$ cat src/rtl/string_accel_pkg.sv
`default_nettype none
// ============================================================================
// Module      : string_accel_pkg
// Description : Shared types, constants and the lane-select helper for the
//               string accelerator.
// Revision    : 1.0 - initial parametrised release
// ============================================================================
package string_accel_pkg;

    typedef enum logic [3:0] {
        OP_CMP    = 4'd0,
        OP_UPPER  = 4'd1,
        OP_LOWER  = 4'd2,
        OP_STRLEN = 4'd3,
        OP_REV    = 4'd4
    } op_e;

    typedef enum logic [1:0] {
        ST_IDLE = 2'd0,
        ST_LOAD = 2'd1,
        ST_RUN  = 2'd2,
        ST_DONE = 2'd3
    } state_e;

    localparam logic [7:0] CHAR_NUL   = 8'h00;
    localparam logic [7:0] CASE_DELTA = 8'd32;

    // Byte position handled by a given lane during a given beat.
    function automatic int lane_sel(input int beat, input int lane, input int lanes);
        return beat * lanes + lane;
    endfunction

endpackage
`default_nettype wire

$ cat src/rtl/string_accel_if.sv
`default_nettype none
// ============================================================================
// Module      : string_accel_if
// Description : Control/operand/result bundle between the register file and
//               the string accelerator core.
// Revision    : 1.0 - initial parametrised release
// ============================================================================
interface string_accel_if #(
    parameter int NCHARS = 16
);
    logic                     go;
    logic [3:0]               index;
    logic [0:NCHARS-1][7:0]   A;
    logic [0:NCHARS-1][7:0]   B;
    logic                     busy;
    logic                     done;
    logic                     err;
    logic [31:0]              value;
    logic [0:NCHARS-1][7:0]   Result;

    modport master (
        output go, index, A, B,
        input  busy, done, err, value, Result
    );

    modport slave (
        input  go, index, A, B,
        output busy, done, err, value, Result
    );
endinterface
`default_nettype wire

$ cat src/rtl/string_lane_xform.sv
`default_nettype none
// ============================================================================
// Module      : string_lane_xform
// Description : Single-character case converter with NUL detect; one
//               instance per processing lane.
// Revision    : 1.0 - initial parametrised release
// ============================================================================
module string_lane_xform
    import string_accel_pkg::*;
(
    input  logic [7:0] i_char,
    input  op_e        i_op,
    output logic [7:0] o_char,
    output logic       o_is_nul
);

    always_comb begin
        o_char = i_char;
        case (i_op)
            OP_UPPER: if (i_char >= 8'h61 && i_char <= 8'h7A) o_char = i_char - CASE_DELTA;
            OP_LOWER: if (i_char >= 8'h41 && i_char <= 8'h5A) o_char = i_char + CASE_DELTA;
            default:  o_char = i_char;
        endcase
    end

    assign o_is_nul = (i_char == CHAR_NUL);

endmodule
`default_nettype wire

$ cat src/rtl/string_accel_core.sv
`default_nettype none
// ============================================================================
// Module      : string_accel_core
// Description : Multi-beat string engine (cmp/upper/lower/strlen, LANES
//               chars per beat). Optional reverse op: STRING_ACCEL_REVERSE_EN.
// Revision    : 1.0 - initial parametrised release
// ============================================================================
module string_accel_core
    import string_accel_pkg::*;
#(
    parameter int NCHARS = 16,
    parameter int LANES  = 4
) (
    input  logic              clk,
    input  logic              reset,
    string_accel_if.slave     bus
);

    localparam int BEATS = NCHARS / LANES;
    localparam int BW    = $clog2(BEATS) + 1;
    localparam int IW    = (NCHARS > 1) ? $clog2(NCHARS) : 1;

    state_e                  state_q, state_d;
    logic [BW-1:0]           beat_q, beat_d;
    op_e                     op_q, op_d;
    logic [0:NCHARS-1][7:0]  a_q, a_d, b_q, b_d, result_q, result_d;
    logic [31:0]             value_q, value_d;
    logic                    err_q, err_d;
    logic                    hit;
    logic                    w_last;
    logic                    w_op_ok;
    logic [IW-1:0]           w_idx      [LANES];
    logic [7:0]              w_lane_out [LANES];
    logic                    w_lane_nul [LANES];

`ifdef STRING_ACCEL_REVERSE_EN
    localparam int LW = IW + 1;
    logic                    pass_q, pass_d;
    logic                    found_q, found_d;
    logic [LW-1:0]           len_q, len_d;
    int                      src;
    assign w_op_ok = (bus.index <= 4'd4);
`else
    assign w_op_ok = (bus.index <= 4'd3);
`endif

    assign w_last = (beat_q == BW'(BEATS - 1));

    for (genvar l = 0; l < LANES; l++) begin : g_lane
        assign w_idx[l] = IW'(lane_sel(int'(beat_q), l, LANES));
        string_lane_xform u_xform (
            .i_char   (a_q[w_idx[l]]),
            .i_op     (op_q),
            .o_char   (w_lane_out[l]),
            .o_is_nul (w_lane_nul[l])
        );
    end

    always_comb begin
        state_d  = state_q;
        beat_d   = beat_q;
        op_d     = op_q;
        a_d      = a_q;
        b_d      = b_q;
        result_d = result_q;
        value_d  = value_q;
        err_d    = err_q;
        hit      = 1'b0;
`ifdef STRING_ACCEL_REVERSE_EN
        pass_d   = pass_q;
        found_d  = found_q;
        len_d    = len_q;
        src      = 0;
`endif
        case (state_q)
            ST_IDLE: if (bus.go) state_d = ST_LOAD;
            ST_LOAD: begin
                a_d      = bus.A;
                b_d      = bus.B;
                op_d     = op_e'(bus.index);
                result_d = '0;
                value_d  = '0;
                err_d    = !w_op_ok;
                beat_d   = '0;
`ifdef STRING_ACCEL_REVERSE_EN
                pass_d   = 1'b0;
                found_d  = 1'b0;
                len_d    = '0;
`endif
                state_d  = w_op_ok ? ST_RUN : ST_DONE;
            end
            ST_RUN: begin
                beat_d = beat_q + BW'(1);
                case (op_q)
                    OP_UPPER, OP_LOWER: begin
                        for (int l = 0; l < LANES; l++) result_d[w_idx[l]] = w_lane_out[l];
                        if (w_last) state_d = ST_DONE;
                    end
                    // Lowest lane that differs or hits NUL decides the beat.
                    OP_CMP: begin
                        for (int l = 0; l < LANES; l++) begin
                            if (!hit) begin
                                if (a_q[w_idx[l]] != b_q[w_idx[l]]) begin
                                    hit     = 1'b1;
                                    value_d = (a_q[w_idx[l]] < b_q[w_idx[l]]) ? 32'hFFFF_FFFF : 32'd1;
                                end else if (w_lane_nul[l]) begin
                                    hit     = 1'b1;
                                    value_d = '0;
                                end
                            end
                        end
                        if (hit || w_last) state_d = ST_DONE;
                    end
                    OP_STRLEN: begin
                        for (int l = 0; l < LANES; l++) begin
                            if (!hit && w_lane_nul[l]) begin
                                hit     = 1'b1;
                                value_d = 32'(w_idx[l]);
                            end
                        end
                        if (!hit && w_last) value_d = 32'(NCHARS);
                        if (hit || w_last) state_d = ST_DONE;
                    end
`ifdef STRING_ACCEL_REVERSE_EN
                    // Pass 0 measures the length over all beats; pass 1 writes the mirror.
                    OP_REV: begin
                        if (!pass_q) begin
                            for (int l = 0; l < LANES; l++) begin
                                if (!found_q && !hit && w_lane_nul[l]) begin
                                    hit   = 1'b1;
                                    len_d = LW'(w_idx[l]);
                                end
                            end
                            if (hit) found_d = 1'b1;
                            if (w_last) begin
                                pass_d = 1'b1;
                                beat_d = '0;
                                if (!found_q && !hit) len_d = LW'(NCHARS);
                            end
                        end else begin
                            for (int l = 0; l < LANES; l++) begin
                                src = int'(len_q) - 1 - int'(w_idx[l]);
                                result_d[w_idx[l]] = (int'(w_idx[l]) < int'(len_q)) ? a_q[IW'(src)] : CHAR_NUL;
                            end
                            if (w_last) state_d = ST_DONE;
                        end
                    end
`endif
                    default: state_d = ST_DONE;
                endcase
            end
            ST_DONE: if (!bus.go) state_d = ST_IDLE;
            default: state_d = ST_IDLE;
        endcase
    end

    always_ff @(posedge clk) begin
        if (reset) begin
            state_q  <= ST_IDLE;
            beat_q   <= '0;
            op_q     <= OP_CMP;
            a_q      <= '0;
            b_q      <= '0;
            result_q <= '0;
            value_q  <= '0;
            err_q    <= 1'b0;
`ifdef STRING_ACCEL_REVERSE_EN
            pass_q   <= 1'b0;
            found_q  <= 1'b0;
            len_q    <= '0;
`endif
        end else begin
            state_q  <= state_d;
            beat_q   <= beat_d;
            op_q     <= op_d;
            a_q      <= a_d;
            b_q      <= b_d;
            result_q <= result_d;
            value_q  <= value_d;
            err_q    <= err_d;
`ifdef STRING_ACCEL_REVERSE_EN
            pass_q   <= pass_d;
            found_q  <= found_d;
            len_q    <= len_d;
`endif
        end
    end

    assign bus.busy   = (state_q == ST_LOAD) || (state_q == ST_RUN);
    assign bus.done   = (state_q == ST_DONE);
    assign bus.err    = err_q;
    assign bus.value  = value_q;
    assign bus.Result = result_q;

endmodule
`default_nettype wire

$ cat src/flat_wrapper.sv
// flat-port wrapper written by rule: the top's interface ports become plain ports
module string_accel_core_flat import string_accel_pkg::*;
#(
    parameter int NCHARS = 16,
    parameter int LANES  = 4
)
  (clk, reset, bus_go, bus_index, bus_A, bus_B, bus_busy, bus_done, bus_err, bus_value, bus_Result);
  string_accel_if #(.NCHARS(NCHARS)) bus_i ();
  input  logic clk;
  input  logic reset;
  input wire logic [$bits(bus_i.go)-1:0] bus_go;
  input wire logic [$bits(bus_i.index)-1:0] bus_index;
  input wire logic [$bits(bus_i.A)-1:0] bus_A;
  input wire logic [$bits(bus_i.B)-1:0] bus_B;
  output wire logic [$bits(bus_i.busy)-1:0] bus_busy;
  output wire logic [$bits(bus_i.done)-1:0] bus_done;
  output wire logic [$bits(bus_i.err)-1:0] bus_err;
  output wire logic [$bits(bus_i.value)-1:0] bus_value;
  output wire logic [$bits(bus_i.Result)-1:0] bus_Result;
  assign bus_i.go = bus_go;
  assign bus_i.index = bus_index;
  assign bus_i.A = bus_A;
  assign bus_i.B = bus_B;
  assign bus_busy = bus_i.busy;
  assign bus_done = bus_i.done;
  assign bus_err = bus_i.err;
  assign bus_value = bus_i.value;
  assign bus_Result = bus_i.Result;
  string_accel_core #(.NCHARS(NCHARS), .LANES(LANES)) u_core (.clk(clk), .reset(reset), .bus(bus_i));
endmodule
$ cat config.mk
export PLATFORM = sky130hd
export DESIGN_NAME = string_accel_core_flat
export DESIGN_NICKNAME = d
export VERILOG_FILES = /design/src/rtl/string_accel_pkg.sv /design/src/rtl/string_accel_if.sv /design/src/rtl/string_lane_xform.sv /design/src/rtl/string_accel_core.sv /design/src/flat_wrapper.sv
export SDC_FILE = /design/constraint.sdc
export NUM_CORES = 1
export LEC_CHECK = 0
export BUFFER_PORTS_ARGS = -buffer_cell sky130_fd_sc_hd__buf_2
export CAP_MARGIN = 5
export CELL_PAD_IN_SITES_DETAIL_PLACEMENT = 1
export CELL_PAD_IN_SITES_GLOBAL_PLACEMENT = 1
export CORE_MARGIN = 5
export CORE_UTILIZATION = 40
export DETAILED_ROUTE_END_ITERATION = 8
export GPL_ROUTABILITY_DRIVEN = 0
export PLACE_DENSITY_LB_ADDON = 0.3
export SETUP_SLACK_MARGIN = 0.3
export SYNTH_ARGS = -nofsm -noshare
export SYNTH_HDL_FRONTEND = slang
export SYNTH_HIERARCHICAL = 1
export SYNTH_SLANG_ARGS = --single-unit
$ cat constraint.sdc
create_clock -name clk -period 5.66 [get_ports clk]
set_clock_uncertainty 0.2 [all_clocks]
set_input_delay 0.566 -clock clk [delete_from_list [all_inputs] [get_ports clk]]
set_output_delay 0.566 -clock clk [all_outputs]
set_load 0.05 [all_outputs]
==> metrics, run 1 <==
status=complete, no violations; register area share after synthesis=0.432; adder and majority cell fraction of the synthesized area=0.0343; TritonCTS Buffers=48; core area=0.0488 mm2; nets=2717; most common cell in the netlist=dfxtp_1; Area growth syn-to-layout=21.5%; via count=17100; first-pass GRT wire length=108 mm; Synth async-reset ratio=0; Sink Count=426; Static Leak=~9.5 nW; Hold Path Sink=u_core/a_q[112]; CTS tree=built; Clock Latency Late Sink=580 ps; syn nets=2385; commonest cells in the netlist=dfxtp_1 (426), nor2_1 (306), mux2i_1 (262); Synth Flop Type=dfxtp_1; Setup WS pre-CTS=899 ps; clock-pin slew reported for the worst setup and hold paths after clock tree synthesis=60 ps; post_cts resized=0; crit-path max FO=27; Worst setup EP type=register; Hold Path Stages=3; Setup Fix Bufs, Post-CTS=0; Cell Area, Placed=0.0221 mm2; area of the mapped netlist=0.0197 mm2; final setup margin=between 900 and 1000 ps; Worst-Margin Slew=1240 ps; final global-route overflow total=0; Critical Path AT=4990 ps; Iter 0 DRT Violations=1132; setup tns final=0 ps; synthesized flop and latch total=426; worst relative slew slack=0.170; Die Ht=~230 um; crit path time final=4710 ps; pwr dens=512 mW/mm2; Max Fclk=about 210 MHz; mux contribution to synthesized area=0.207; synth top area cells=dfxtp_1 (43%), mux2i_1 (13%), mux4_2 (7.3%); Synth Area in XOR/XNOR=0.000444; remaining antenna violation count=0; die footprint=0.0538 mm2; RR Endpoint=u_core/bus.value[6]; FP Rows=81; share of cells above drive strength 1=0.266; reg2reg setup slack=approximately 950 ps; RSZ-0062 raised after global routing=false; gr usage total=0.257; Yosys top cell area share=0.432; initial antenna violation count=20; largest family of logic cells by synthesized area=multiplexers; cell area after layout=0.0239 mm2; kind of critical path=register to register; final setup fails=0; detailed-route DRC error count=0; H-tree depth=2; post-synthesis compound-gate area fraction=0.0994; Hold Fails Final Rpt=0; worst vdd ir=407 uV; Max Transition Viols Final=0; Post-synth EDFFs=0; R2R cell count=10; pin count of the biggest net entering global routing=around 170; Hold Path Class=input pin to register; Mapped Cells=2068; Reg-to-Reg Start=u_core/beat_q[0]; post-synth cell types=77; via/cell ratio=5.50; FILL cells=roughly 5700; DRT Wirelength=71.7 mm; Synth Area per Inst=between 9 and 10 um2; dpl hpwl=51.9 mm; DIE WIDTH=approximately 230 um; hold path start=bus_A[112]; CTS Buffer Depth=3; Synthesis Warnings=6; Starting Density=0.404; largest area contributor in the netlist=dfxtp_1; crit share post-route=0.833; multi-input logic area=0.0102 mm2; DRT Pass-1 Iters=6; register area=0.00854 mm2; total chip power=between 10 and 15 mW; max-cap violations=0; root buffer cell=clkbuf_16; routed len/inst=23.0 um; Port Buffers=425; Synth Area in Simple Gates=0.174; vias in the first global route=18000; Required @ worst endpoint=5930 ps; I/O pin cnt=426; crit path launch type=register
==> routing by layer <==
layer  vias up  track usage  part of all wire
met5         -            0            0.0014
met4        18       0.0982             0.035
met3       153       0.0479             0.056
met2       501        0.449              0.50
met1      8478        0.314              0.40
li1       7990            -                 -
==> state kept, by name, summed over array words and instances (netlist names) <==
register and flops:
u_core/bus.err 1, u_core/beat_q 3, u_core/bus.value 32, u_core/b_q 128
u_core/op_q 4, u_core/state_q 2, u_core/bus.Result 128, u_core/a_q 128
==> logic make-up after synthesis <==
group                    count (synthesis)
AND/OR/NAND/NOR                        729
flip-flops                             426
multiplexers                           328
AO/OA/AOI/OAI                          302
buffers and inverters                  228
adder cells (fa/ha/maj)                 54
XOR/XNOR                                 1
==> area by class of cell <==
cell class	count	share of cell area
Clock inverter	11	0.00622
Antenna cell	11	0.00115
Inverter	51	0.00799
Sequential cell	426	0.356
Multi-Input combinational cell	1414	0.425
Timing Repair Buffer	459	0.105
Clock buffer	78	0.0637
Tap cell	664	0.0347
==> cells in the final DEF, fill, tap and decap left out, types with 15 or more instances in the layout <==
master / count
a211oi_1: 17
nand3_1: 137
mux2i_1: 262
o21ai_0: 45
nor2_1: 306
nand2_1: 169
mux4_2: 64
ha_1: 53
clkbuf_16: 50
a211oi_2: 15
nor3_1: 21
dfxtp_1: 424
inv_1: 51
a21oi_1: 151
clkbuf_8: 17
buf_2: 424
a221oi_1: 27
buf_4: 15
==> stage by stage <==
stage	cells	util	hold WS, ps
2_1_floorplan	2068	-	255
3_3_place_gp	3000	0.452	252
3_5_place_dp	3000	0.452	257
4_1_cts	3102	0.489	0.396
5_1_grt	3113	0.490	21.1
6_report	3114	0.490	29.6
==> worst max-delay path, stage by stage, from the launching register on <==
cell,delay [ps]
dfxtp_4,690
buf_4,380
mux4_2,710
or4_4,590
nor4_2,300
and2_1,280
nor3_1,120
nor4b_2,190
a32oi_2,460
nand2_4,330
a211oi_1,320
==> report_power, final <==
part,internal [mW],switching (mW),total (mW)
sequential,3.47,0.338,3.80
combinational,2.01,3.18,5.19
clock,1.98,1.28,3.26
total,7.45,4.80,12.3
==> how the worst max path moves through the flow <==
stage / to / from / cells past startpoint
global route: u_core/bus.value[8] / u_core/beat_q[0] / 10
CTS: u_core/bus.value[14] / u_core/beat_q[0] / 10
detailed placement: u_core/bus.value[14] / u_core/beat_q[0] / 10
floorplan: u_core/bus.value[21] / u_core/beat_q[0] / 13
global placement: u_core/bus.value[11] / u_core/beat_q[0] / 10
finish: u_core/bus.value[6] / u_core/beat_q[0] / 10
==> what timing repair did <==
action | 4_1_cts | 5_1_grt
hold endpoints to repair | 13 | 0
hold buffers | 13 | 0
setup endpoints to repair | 0 | 0
Note: power is estimated with default switching activity, not from simulation.
==> run 2, diff against run 1 <==
==> constraint.sdc (replaced) <==
create_clock -name clk -period 4.87 [get_ports clk]
set_clock_uncertainty 0.2 [all_clocks]
set_input_delay 0.487 -clock clk [delete_from_list [all_inputs] [get_ports clk]]
set_output_delay 0.487 -clock clk [all_outputs]
set_load 0.05 [all_outputs]
==> run 2 against run 1 <==
  * First-iteration DRC count grew 35%
  * Critical path depth grew 1
  * Total power grew 22%
  * Flip-flop and latch count is the same
  * Cell area grew 11%
  * Wire length grew 22%
  * Clock power grew 20%
  * Core utilization grew 5.2 points
  * Sequential power grew 18%
  * Count of clock-buffer cells in the layout shrank 7
==> metrics, run 2 (synthesis results as in run 1) <==
root buffer cell=clkbuf_16; CTS tree=built; Max Transition Viols Final=0; Finished Layout Cells=3382; core area=0.0488 mm2; gr usage total=0.307; final global-route overflow total=0; detailed-route DRC error count=0; setup tns final=0 ps; routed len/inst=between 20 and 30 um; DRT Wirelength=87.2 mm; clock-pin slew reported for the worst setup and hold paths after clock tree synthesis=around 60 ps; nets=between 2000 and 3000; TritonCTS Buffers=48; CTS Buffer Depth=3; max-cap violations=0; most frequent cells in the layout=buf_2 (424), dfxtp_1 (424), nor2_1 (306); FILL cells=5561; worst relative slew slack=0.241; kind of critical path=register to register; Critical Path AT=4470 ps; FP Rows=81; Worst setup EP type=register; post-placement cell count=roughly 3000; initial antenna violation count=17; Hold Fails Final Rpt=0; Required @ worst endpoint=5140 ps; Die Ht=roughly 230 um; worst vdd ir=440 uV; RSZ-0062 raised after global routing=false; post-layout util=0.542; Hold Path Class=input pin to register; DRT Pass-1 Iters=7; Sink Count=426; crit path time final=4190 ps; Iter 0 DRT Violations=1523; pin count of the biggest net entering global routing=151; register area=between 0.008 and 0.009 mm2; H-tree depth=2; status=complete, no violations; via/cell ratio=5.64; Clock Latency Late Sink=610 ps; first-pass GRT wire length=128 mm; DIE WIDTH=232 um; Worst-Margin Slew=1140 ps; Port Buffers=425; crit-path max FO=34; multi-input logic area=0.0102 mm2; Max Fclk=238 MHz; final setup fails=0; die footprint=0.0538 mm2; via count=around 19000; crit share post-route=0.861; remaining antenna violation count=0; Area growth syn-to-layout=34.4%; crit path launch type=register; Starting Density=0.404; dpl hpwl=52.2 mm; vias in the first global route=20300; post_cts resized=0; I/O pin cnt=426; Min Hold Slack=13.6 ps; pwr dens=562 mW/mm2; Static Leak=10.6 nW; share of cells above drive strength 1=0.246
## run 2: changes by cell type in the layout (fill, tap and decap cells not counted), moves of 2 or more
| cell | change |
|---|---|
| buf_4 | +15 |
| inv_6 | -2 |
| clkinv_2 | +2 |
| clkinv_4 | +2 |
| diode_2 | +13 |
| dlygate4sd3_1 | +243 |
| clkbuf_8 | -3 |
| clkbuf_1 | -4 |
| clkinvlp_4 | +2 |
## run 2: per-layer routing
metal	track usage	vias to the layer above	part of all wire
li1	-	8505	-
met1	0.351	9475	0.37
met2	0.539	803	0.50
met3	0.0550	289	0.060
met4	0.177	0	0.064
met5	0	-	0
## run 2: layout make-up
cell class / count / share of cell area
Antenna cell: 24 / 0.00227
Timing Repair Buffer: 716 / 0.189
Clock buffer: 71 / 0.0555
Clock inverter: 16 / 0.00789
Sequential cell: 426 / 0.322
Tap cell: 664 / 0.0314
Multi-Input combinational cell: 1414 / 0.384
Inverter: 51 / 0.00722
## run 2: final timing paths
check / startpoint / endpoint / slack [ps] / depth (start not counted)
max: u_core/beat_q[0] / u_core/bus.value[30] / 680 / 11
min: bus_A[108] / u_core/a_q[108] / 10 / 3
max reg2reg: u_core/beat_q[0] / u_core/bus.value[30] / 680 / 11
min reg2reg: u_core/bus.Result[111] / u_core/bus.Result[111] / 260 / 2
## run 2: critical path, stage by stage (launching register included)
cell,delay [ps]
dfxtp_4,540
buf_12,320
mux4_2,690
ha_1,400
and4_1,220
nand3_1,210
buf_4,330
nor3_1,260
and2_1,200
buf_4,350
a221oi_1,110
a211oi_1,250
## run 2: power by group
part	internal (mW)	switching [mW]
clock network	2.30	1.60
registers	4.03	0.460
logic	2.50	4.00
total	8.83	6.06
## run 2: stage by stage
stage	setup WS, ps	instance area [um2]	power (mW)
after CTS	512	26400	14.5
final	675	26500	14.9
after global placement	635	22200	10.2
after global routing	427	26500	15.5
after detailed placement	537	22200	10.5
after floorplan	869	19700	9.04
## run 2: repair_timing
item,4_1_cts,5_1_grt
setup endpoints to repair,0,19
hold buffers,256,0
hold endpoints to repair,256,0
buffers inserted,0,1
